===== src/rtl/seven_seg_pkg.sv =====
// Shared types and sizing helpers for the seven-segment scan driver.
//   seg_t      : segment vector, bit order {g,f,e,d,c,b,a}, active-high (1 = segment on)
//   SEG_BLANK  : all segments off
//   cnt_width  : width of the per-slot cycle counter
//   idx_width  : width of the digit index (at least one bit)
package seven_seg_pkg;

  typedef logic [6:0] seg_t;

  localparam seg_t SEG_BLANK = 7'h00;

  // A one-cycle slot would give $clog2 of zero, so keep at least one bit.
  function automatic int cnt_width(input int digit_cycles);
    return (digit_cycles > 1) ? $clog2(digit_cycles) : 1;
  endfunction

  function automatic int idx_width(input int num_digits);
    return (num_digits > 1) ? $clog2(num_digits) : 1;
  endfunction

endpackage


===== src/rtl/seven_seg_scan_if.sv =====
// Display-side bundle of the scan driver.
//   master : source of VALUE / DP_IN / DIGIT_EN / LZ_BLANK, sink of the pin outputs
//   slave  : the scan driver itself
//   VALUE      4*NUM_DIGITS  nibble i = hex digit i, digit 0 rightmost
//   DP_IN      NUM_DIGITS    1 = light decimal point of digit i
//   DIGIT_EN   NUM_DIGITS    1 = digit i may be lit
//   LZ_BLANK   1             1 = suppress leading zeros
//   CA..CG, DP 1 each        cathodes, active-low
//   AN         NUM_DIGITS    anodes, active-low
//   FRAME_DONE 1             one-cycle pulse after each shadow load
interface seven_seg_scan_if #(
  parameter int NUM_DIGITS = 8
);
  logic [4*NUM_DIGITS-1:0] VALUE;
  logic [NUM_DIGITS-1:0]   DP_IN;
  logic [NUM_DIGITS-1:0]   DIGIT_EN;
  logic                    LZ_BLANK;
  logic                    CA, CB, CC, CD, CE, CF, CG;
  logic                    DP;
  logic [NUM_DIGITS-1:0]   AN;
  logic                    FRAME_DONE;

  modport master (
    output VALUE, DP_IN, DIGIT_EN, LZ_BLANK,
    input  CA, CB, CC, CD, CE, CF, CG, DP, AN, FRAME_DONE
  );

  modport slave (
    input  VALUE, DP_IN, DIGIT_EN, LZ_BLANK,
    output CA, CB, CC, CD, CE, CF, CG, DP, AN, FRAME_DONE
  );
endinterface


===== src/rtl/bin_to_seven_seg.sv =====
// Combinational hex nibble to seven-segment decoder.
//   bin_i : 4-bit hex value
//   seg_o : segments {g,f,e,d,c,b,a}, active-high
module bin_to_seven_seg
  import seven_seg_pkg::*;
(
  input  logic [3:0] bin_i,
  output seg_t       seg_o
);

  always_comb begin
    // NOTE: every always_comb output gets a default first so no path can infer a latch.
    seg_o = SEG_BLANK;
    case (bin_i)
      4'h0: seg_o = 7'h3F;
      4'h1: seg_o = 7'h06;
      4'h2: seg_o = 7'h5B;
      4'h3: seg_o = 7'h4F;
      4'h4: seg_o = 7'h66;
      4'h5: seg_o = 7'h6D;
      4'h6: seg_o = 7'h7D;
      4'h7: seg_o = 7'h07;
      4'h8: seg_o = 7'h7F;
      4'h9: seg_o = 7'h6F;
      4'hA: seg_o = 7'h77;
      4'hB: seg_o = 7'h7C;
      4'hC: seg_o = 7'h39;
      4'hD: seg_o = 7'h5E;
      4'hE: seg_o = 7'h79;
      4'hF: seg_o = 7'h71;
      default: seg_o = SEG_BLANK;
    endcase
  end

endmodule


===== src/rtl/seven_seg_scan.sv =====
// Time-multiplexed common-anode seven-segment driver.
//   CLK100MHZ : system clock
//   RST       : asynchronous active-high reset
//   disp      : display bundle (inputs VALUE/DP_IN/DIGIT_EN/LZ_BLANK, pin outputs)
// Inputs are captured into shadow registers only at frame boundaries (and once
// right after reset), so a frame always shows one consistent value.
module seven_seg_scan
  import seven_seg_pkg::*;
#(
  parameter int NUM_DIGITS   = 8,
  parameter int DIGIT_CYCLES = 100000,
  parameter int BLANK_CYCLES = 1000
) (
  input  logic            CLK100MHZ,
  input  logic            RST,
  seven_seg_scan_if.slave disp
);

  localparam int CNT_W = cnt_width(DIGIT_CYCLES);
  localparam int IDX_W = idx_width(NUM_DIGITS);
  localparam logic [CNT_W-1:0] CNT_LAST = CNT_W'(DIGIT_CYCLES - 1);
  localparam logic [IDX_W-1:0] IDX_LAST = IDX_W'(NUM_DIGITS - 1);

  logic [CNT_W-1:0]        cnt_q, cnt_d;
  logic [IDX_W-1:0]        idx_q, idx_d;
  logic                    init_q, init_d;
  logic [4*NUM_DIGITS-1:0] val_sh_q, val_sh_d;
  logic [NUM_DIGITS-1:0]   dp_sh_q, dp_sh_d;
  logic [NUM_DIGITS-1:0]   en_sh_q, en_sh_d;
  logic                    lz_sh_q, lz_sh_d;
  logic [NUM_DIGITS-1:0]   an_q, an_d;
  seg_t                    seg_n_q, seg_n_d;
  logic                    dp_n_q, dp_n_d;
  logic                    frame_done_q, frame_done_d;

  logic                    slot_open;
  logic [NUM_DIGITS-1:0]   supp;
  logic                    zero_above;
  logic [3:0]              nib_sel;
  logic                    dp_sel, en_sel, supp_sel;
  seg_t                    seg_sel;
  logic                    lit, load;

  // With no blank interval the comparison would be constant, so drop it.
  if (BLANK_CYCLES == 0) begin : g_no_blank
    assign slot_open = 1'b1;
  end else begin : g_blank
    assign slot_open = (cnt_q >= CNT_W'(BLANK_CYCLES));
  end

  // Leading-zero mask from the top digit down, then select the current digit.
  always_comb begin
    zero_above = 1'b1;
    supp       = '0;
    nib_sel    = 4'h0;
    dp_sel     = 1'b0;
    en_sel     = 1'b0;
    supp_sel   = 1'b0;
    for (int i = NUM_DIGITS - 1; i >= 0; i--) begin
      zero_above = zero_above & (val_sh_q[4*i +: 4] == 4'h0);
      supp[i]    = lz_sh_q & zero_above & (i != 0);
    end
    for (int i = 0; i < NUM_DIGITS; i++) begin
      if (idx_q == IDX_W'(i)) begin
        nib_sel  = val_sh_q[4*i +: 4];
        dp_sel   = dp_sh_q[i];
        en_sel   = en_sh_q[i];
        supp_sel = supp[i];
      end
    end
  end

  bin_to_seven_seg u_dec (
    .bin_i (nib_sel),
    .seg_o (seg_sel)
  );

  always_comb begin
    lit  = slot_open & en_sel & ~supp_sel;
    load = init_q | ((cnt_q == CNT_LAST) && (idx_q == IDX_LAST));

    cnt_d = cnt_q + 1'b1;
    idx_d = idx_q;
    if (cnt_q == CNT_LAST) begin
      cnt_d = '0;
      idx_d = (idx_q == IDX_LAST) ? '0 : idx_q + 1'b1;
    end

    val_sh_d = val_sh_q;
    dp_sh_d  = dp_sh_q;
    en_sh_d  = en_sh_q;
    lz_sh_d  = lz_sh_q;
    if (load) begin
      val_sh_d = disp.VALUE;
      dp_sh_d  = disp.DP_IN;
      en_sh_d  = disp.DIGIT_EN;
      lz_sh_d  = disp.LZ_BLANK;
    end
    init_d       = 1'b0;
    frame_done_d = load;

    for (int i = 0; i < NUM_DIGITS; i++) begin
      an_d[i] = ~(lit && (idx_q == IDX_W'(i)));
    end
    seg_n_d = lit ? ~seg_sel : ~SEG_BLANK;
    dp_n_d  = ~(lit & dp_sel);
  end

  // NOTE: sequential state uses non-blocking assignments so every register samples pre-edge values.
  always_ff @(posedge CLK100MHZ or posedge RST) begin
    if (RST) begin
      cnt_q        <= '0;
      idx_q        <= '0;
      init_q       <= 1'b1;
      val_sh_q     <= '0;
      dp_sh_q      <= '0;
      en_sh_q      <= '0;
      lz_sh_q      <= 1'b0;
      an_q         <= '1;
      seg_n_q      <= '1;
      dp_n_q       <= 1'b1;
      frame_done_q <= 1'b0;
    end else begin
      cnt_q        <= cnt_d;
      idx_q        <= idx_d;
      init_q       <= init_d;
      val_sh_q     <= val_sh_d;
      dp_sh_q      <= dp_sh_d;
      en_sh_q      <= en_sh_d;
      lz_sh_q      <= lz_sh_d;
      an_q         <= an_d;
      seg_n_q      <= seg_n_d;
      dp_n_q       <= dp_n_d;
      frame_done_q <= frame_done_d;
    end
  end

  assign disp.CA         = seg_n_q[0];
  assign disp.CB         = seg_n_q[1];
  assign disp.CC         = seg_n_q[2];
  assign disp.CD         = seg_n_q[3];
  assign disp.CE         = seg_n_q[4];
  assign disp.CF         = seg_n_q[5];
  assign disp.CG         = seg_n_q[6];
  assign disp.DP         = dp_n_q;
  assign disp.AN         = an_q;
  assign disp.FRAME_DONE = frame_done_q;

endmodule


===== src/flat_wrapper.sv =====
// flat-port wrapper written by rule: the top's interface ports become plain ports
module seven_seg_scan_flat import seven_seg_pkg::*;
#(
  parameter int NUM_DIGITS   = 8,
  parameter int DIGIT_CYCLES = 100000,
  parameter int BLANK_CYCLES = 1000
)
  (CLK100MHZ, RST, disp_VALUE, disp_DP_IN, disp_DIGIT_EN, disp_LZ_BLANK, disp_CA, disp_CB, disp_CC, disp_CD, disp_CE, disp_CF, disp_CG, disp_DP, disp_AN, disp_FRAME_DONE);
  seven_seg_scan_if #(.NUM_DIGITS(NUM_DIGITS)) disp_i ();
  input  logic CLK100MHZ;
  input  logic RST;
  input wire logic [$bits(disp_i.VALUE)-1:0] disp_VALUE;
  input wire logic [$bits(disp_i.DP_IN)-1:0] disp_DP_IN;
  input wire logic [$bits(disp_i.DIGIT_EN)-1:0] disp_DIGIT_EN;
  input wire logic [$bits(disp_i.LZ_BLANK)-1:0] disp_LZ_BLANK;
  output wire logic [$bits(disp_i.CA)-1:0] disp_CA;
  output wire logic [$bits(disp_i.CB)-1:0] disp_CB;
  output wire logic [$bits(disp_i.CC)-1:0] disp_CC;
  output wire logic [$bits(disp_i.CD)-1:0] disp_CD;
  output wire logic [$bits(disp_i.CE)-1:0] disp_CE;
  output wire logic [$bits(disp_i.CF)-1:0] disp_CF;
  output wire logic [$bits(disp_i.CG)-1:0] disp_CG;
  output wire logic [$bits(disp_i.DP)-1:0] disp_DP;
  output wire logic [$bits(disp_i.AN)-1:0] disp_AN;
  output wire logic [$bits(disp_i.FRAME_DONE)-1:0] disp_FRAME_DONE;
  assign disp_i.VALUE = disp_VALUE;
  assign disp_i.DP_IN = disp_DP_IN;
  assign disp_i.DIGIT_EN = disp_DIGIT_EN;
  assign disp_i.LZ_BLANK = disp_LZ_BLANK;
  assign disp_CA = disp_i.CA;
  assign disp_CB = disp_i.CB;
  assign disp_CC = disp_i.CC;
  assign disp_CD = disp_i.CD;
  assign disp_CE = disp_i.CE;
  assign disp_CF = disp_i.CF;
  assign disp_CG = disp_i.CG;
  assign disp_DP = disp_i.DP;
  assign disp_AN = disp_i.AN;
  assign disp_FRAME_DONE = disp_i.FRAME_DONE;
  seven_seg_scan #(.NUM_DIGITS(NUM_DIGITS), .DIGIT_CYCLES(DIGIT_CYCLES), .BLANK_CYCLES(BLANK_CYCLES)) u_core (.CLK100MHZ(CLK100MHZ), .RST(RST), .disp(disp_i));
endmodule

===== config.mk =====
export PLATFORM = sky130hd
export DESIGN_NAME = seven_seg_scan_flat
export DESIGN_NICKNAME = d
export VERILOG_FILES = /design/src/rtl/seven_seg_pkg.sv /design/src/rtl/seven_seg_scan_if.sv /design/src/rtl/bin_to_seven_seg.sv /design/src/rtl/seven_seg_scan.sv /design/src/flat_wrapper.sv
export SDC_FILE = /design/constraint.sdc
export NUM_CORES = 1
export LEC_CHECK = 0
export BUFFER_PORTS_ARGS = -buffer_cell sky130_fd_sc_hd__buf_2
export CAP_MARGIN = 20
export CELL_PAD_IN_SITES_DETAIL_PLACEMENT = 0
export CELL_PAD_IN_SITES_GLOBAL_PLACEMENT = 1
export CORE_UTILIZATION = 49
export CTS_CLUSTER_DIAMETER = 60
export DETAILED_ROUTE_END_ITERATION = 6
export PLACE_DENSITY_LB_ADDON = 0.1
export SYNTH_ARGS = -nofsm -noshare
export SYNTH_HDL_FRONTEND = slang
export SYNTH_SLANG_ARGS = --single-unit

===== constraint.sdc =====
create_clock -name CLK100MHZ -period 5.5 [get_ports CLK100MHZ]
set_input_delay 1.1 -clock CLK100MHZ [delete_from_list [all_inputs] [get_ports CLK100MHZ]]
set_output_delay 1.1 -clock CLK100MHZ [all_outputs]
set_load 0.05 [all_outputs]

==> reports/metrics.csv <==
stage;metric;value;unit
synth;ys_async_sr_fraction;100;%
timing;period_needed;3.51;ns
detailed_routing;dr.pass1.iters;4;
global_routing;grt_max_degree;53;
place;port_buffers;67;
synth;synth.avg_cell_area;12.3;µm²
synth;yosys_most_used_dff;dfrtp_1;
cts;path_clk_slew;0.09;ns
cts;cts_tree;built;
critical_path;required;5.74;ns
detailed_routing;wl_per_cell;16.8;µm
synth;synthTopCellsByArea;dfrtp_1 (39%), mux2_4 (17%), dfstp_2 (10%), ha_1 (3.9%), nand3_1 (2.1%);
synth;synth_edf_count;0;
global_routing;antenna_found_initial;0;
timing;relSlewSlack;21.6;%
detailed_routing;route.detailed.drc;0;
final_layout;finalNetCount;488;
place;gp_congestion;0.807;
critical_path;worstPathMaxFanout;26;
outcome;status;finished clean;
critical_path;crit_arrival;3.75;ns
synth;yosysTopAreaCell;dfrtp_1;
global_routing;grt_pass1_wl;15200;µm
final_layout;multi_input_area;2060;µm²
synth;ys_ff_latch;87;
detailed_routing;via_per_inst;5.51;
timing;tns;0;ns
floorplan;row_count;34;
place;postPlaceCellArea;4800;µm²
synth;synthCells;362;
hold_path;hold_class;register to register;
cts;cts_setup_buffers;0;
timing;rsz0062_at_grt;no;
final_layout;regArea;2200;µm²
global_routing;track_usage;20.0;%
cts;cts_resized;0;
final_layout;syn_to_final_growth;13.3;%
timing;fin_crit_sh;63.8;%
critical_path;r2r_start;u_core.idx_q[1];
cts;clock_latency;0.36;ns
floorplan;die_height;97.4;µm
synth;syn-num-nets;427;
synth;synth.yosys.seq_area_share;49.3;%
detailed_routing;drt-initial-drc-count;127;
timing;drv_slew;0;
detailed_routing;drt_wl_total;9010;µm
timing;worst_pin_slew;1.18;ns
cts;cts_htree_levels;3;
timing;fmaxAchievable;285;MHz
synth;netlist.area_leader.share;39.3;%
critical_path;rr_endpoint;u_core.seg_n_q[3];
timing;setup_viol;0;
final_layout;drive_gt1_share;38.1;%
detailed_routing;ant_nets;0;
final_layout;fillCellCount;756;
power_and_ir_drop;power_density;280;nW/µm²
place;placed_cells;520;
floorplan;die_area;9480;µm²
global_routing;grt_overflow_total;0;
critical_path;critPathKind;register to register;
final_layout;finalNonFillerCells;536;
cts;cts_made_buffers;9;
flow_run;cap_violations;0;
synth;yosysWarningCount;0;
hold_path;min_path_cells;1;
critical_path;reg2reg_depth;12;
place;dp_hpwl;6380;µm
final_layout;antenna_cells;0;
cts;cts.sinks;87;
floorplan;die_x;97.4;µm
timing;hold_violations;0;
critical_path;crit_path_start_kind;register;
synth;syn_area;4460;µm²
synth;synth_cell_types;58;
global_routing;first_global_vias;2940;
floorplan;core;8760;µm²
cts;cts_buffer_depth;2;
final_layout;finalInstanceArea;5050;µm²
hold_path;hold_start;u_core.cnt_q[0];
cts;holdBufCountCts;0;
floorplan;num_io_pins;68;
cts;cts-root-buf;clkbuf_8;
critical_path;regToRegSetupSlack;1.99;ns
floorplan;initial_utilization;50.9;%
critical_path;end_kind;register;
timing;fin_skew;0.00887;ns
hold_path;hold_end;u_core.cnt_q[0];
power_and_ir_drop;p_leak;2.34;nW
detailed_routing;vias;2953;
power_and_ir_drop;ir_drop;0.132;mV
how the worst max path moves through the flow:
stage / startpoint / slack [ns] / end
global placement: u_core.idx_q[1] / 2.17 / u_core.seg_n_q[3]
global route: u_core.idx_q[1] / 1.73 / u_core.seg_n_q[3]
floorplan: RST / 2.18 / u_core.cnt_q[0]
detailed placement: u_core.idx_q[1] / 2.05 / u_core.seg_n_q[3]
CTS: u_core.idx_q[1] / 2.03 / u_core.seg_n_q[3]
finish: u_core.idx_q[1] / 1.99 / u_core.seg_n_q[3]
cell usage after synthesis, types with 2 or more instances:
| master | instances |
|---|---|
| a21boi_0 | 2 |
| a21oi_1 | 7 |
| a21oi_2 | 2 |
| a221oi_1 | 4 |
| a22o_1 | 2 |
| a22oi_1 | 2 |
| a32oi_1 | 2 |
| and2_1 | 2 |
| and3_1 | 3 |
| buf_2 | 8 |
| buf_4 | 2 |
| buf_6 | 7 |
| clkbuf_1 | 2 |
| dfrtp_1 | 70 |
| dfstp_2 | 17 |
| ha_1 | 14 |
| inv_1 | 12 |
| inv_2 | 2 |
| mux2_2 | 3 |
| mux2_4 | 49 |
| mux2i_1 | 6 |
| nand2_1 | 23 |
| nand2b_1 | 2 |
| nand3_1 | 19 |
| nand4_1 | 2 |
| nor2_1 | 22 |
| nor2b_1 | 5 |
| nor3_1 | 4 |
| nor4_1 | 5 |
| o211ai_1 | 4 |
| o21ai_0 | 9 |
| o21ai_1 | 4 |
| o221ai_1 | 3 |
| o22ai_1 | 4 |
| or4_1 | 2 |
| xnor2_1 | 6 |
| xor2_1 | 9 |
cells in the final DEF, fill, tap and decap left out, types with 3 or more instances in the layout:
cell type	n
a21oi_1	7
a221oi_1	4
and3_1	3
buf_2	67
bufinv_16	3
clkbuf_8	9
dfrtp_1	70
dfstp_2	17
ha_1	14
inv_1	11
inv_6	3
mux2_2	3
mux2_4	49
mux2i_1	6
nand2_1	23
nand3_1	19
nor2_1	22
nor2b_1	5
nor3_1	4
nor4_1	5
o211ai_1	4
o21ai_0	9
o21ai_1	4
o221ai_1	3
o22ai_1	4
xnor2_1	6
xor2_1	9
worst max-delay path, cell delays in order (launching register included):
cell      delay [ns]
dfrtp_1         0.41
inv_1           0.10
ha_1            0.75
nor2b_1         0.21
a221oi_1        0.41
o22ai_1         0.18
a22o_1          0.22
mux2_2          0.31
inv_1           0.14
ha_1            0.27
mux2i_1         0.16
mux2_2          0.17
nand2_1         0.05
cells by family (layout without fill, tap and decap cells):
logic type	Yosys count	count (layout)	synth area share (%)
buf+inv	33	99	4.35
flops	87	87	49.3
fa+ha+maj	14	14	3.93
compound gates	57	57	9.83
simple gates	96	96	10.7
mux	59	59	18.9
other cells	1	1	0.0841
xor+xnor	15	15	2.95
routing by layer:
metal,share of wire (%),up-vias,routed length [µm],GRT usage [%]
met3,4.1,11,373,4.46
met5,0,-,0,0
li1,-,1416,-,-
met1,49,1457,4420,29.0
met2,45,69,4060,29.4
met4,1.7,0,154,6.90
flip-flops by register name, summed over array words and instances, names as in the netlist:
name / flops
u_core.cnt_q: 17
u_core.disp.AN: 8
u_core.disp.DP: 1
u_core.disp.FRAME_DONE: 1
u_core.dp_sh_q: 8
u_core.en_sh_q: 8
u_core.idx_q: 3
u_core.init_q: 1
u_core.lz_sh_q: 1
u_core.seg_n_q: 7
u_core.val_sh_q: 32
layout make-up:
cell class | instances | area share (%)
Clock buffer | 9 | 2.45
Clock inverter | 7 | 2.48
Inverter | 14 | 1.07
Multi-Input combinational cell | 242 | 40.9
Sequential cell | 87 | 43.5
Tap cell | 108 | 2.68
Timing Repair Buffer | 69 | 6.94
metrics by stage:
stage | total power (W) | worst slack [ns] | util (%) | hold slack, ns
after floorplan | 0.000829 | 2.18 | - | 0.451
after global placement | 0.000878 | 2.17 | 54.8 | 0.472
after detailed placement | 0.000880 | 2.05 | 54.8 | 0.485
after CTS | 0.00143 | 2.03 | 57.6 | 0.497
after global routing | 0.00147 | 1.73 | 57.6 | 0.522
final | 0.00142 | 1.99 | 57.6 | 0.492
report_power, final:
group	total [W]	internal (W)	switching, W
sequential	0.000711	0.000677	0.0000338
combinational	0.000156	0.0000907	0.0000649
clock	0.000550	0.000307	0.000242
Note: power is estimated with default switching activity, not from simulation.
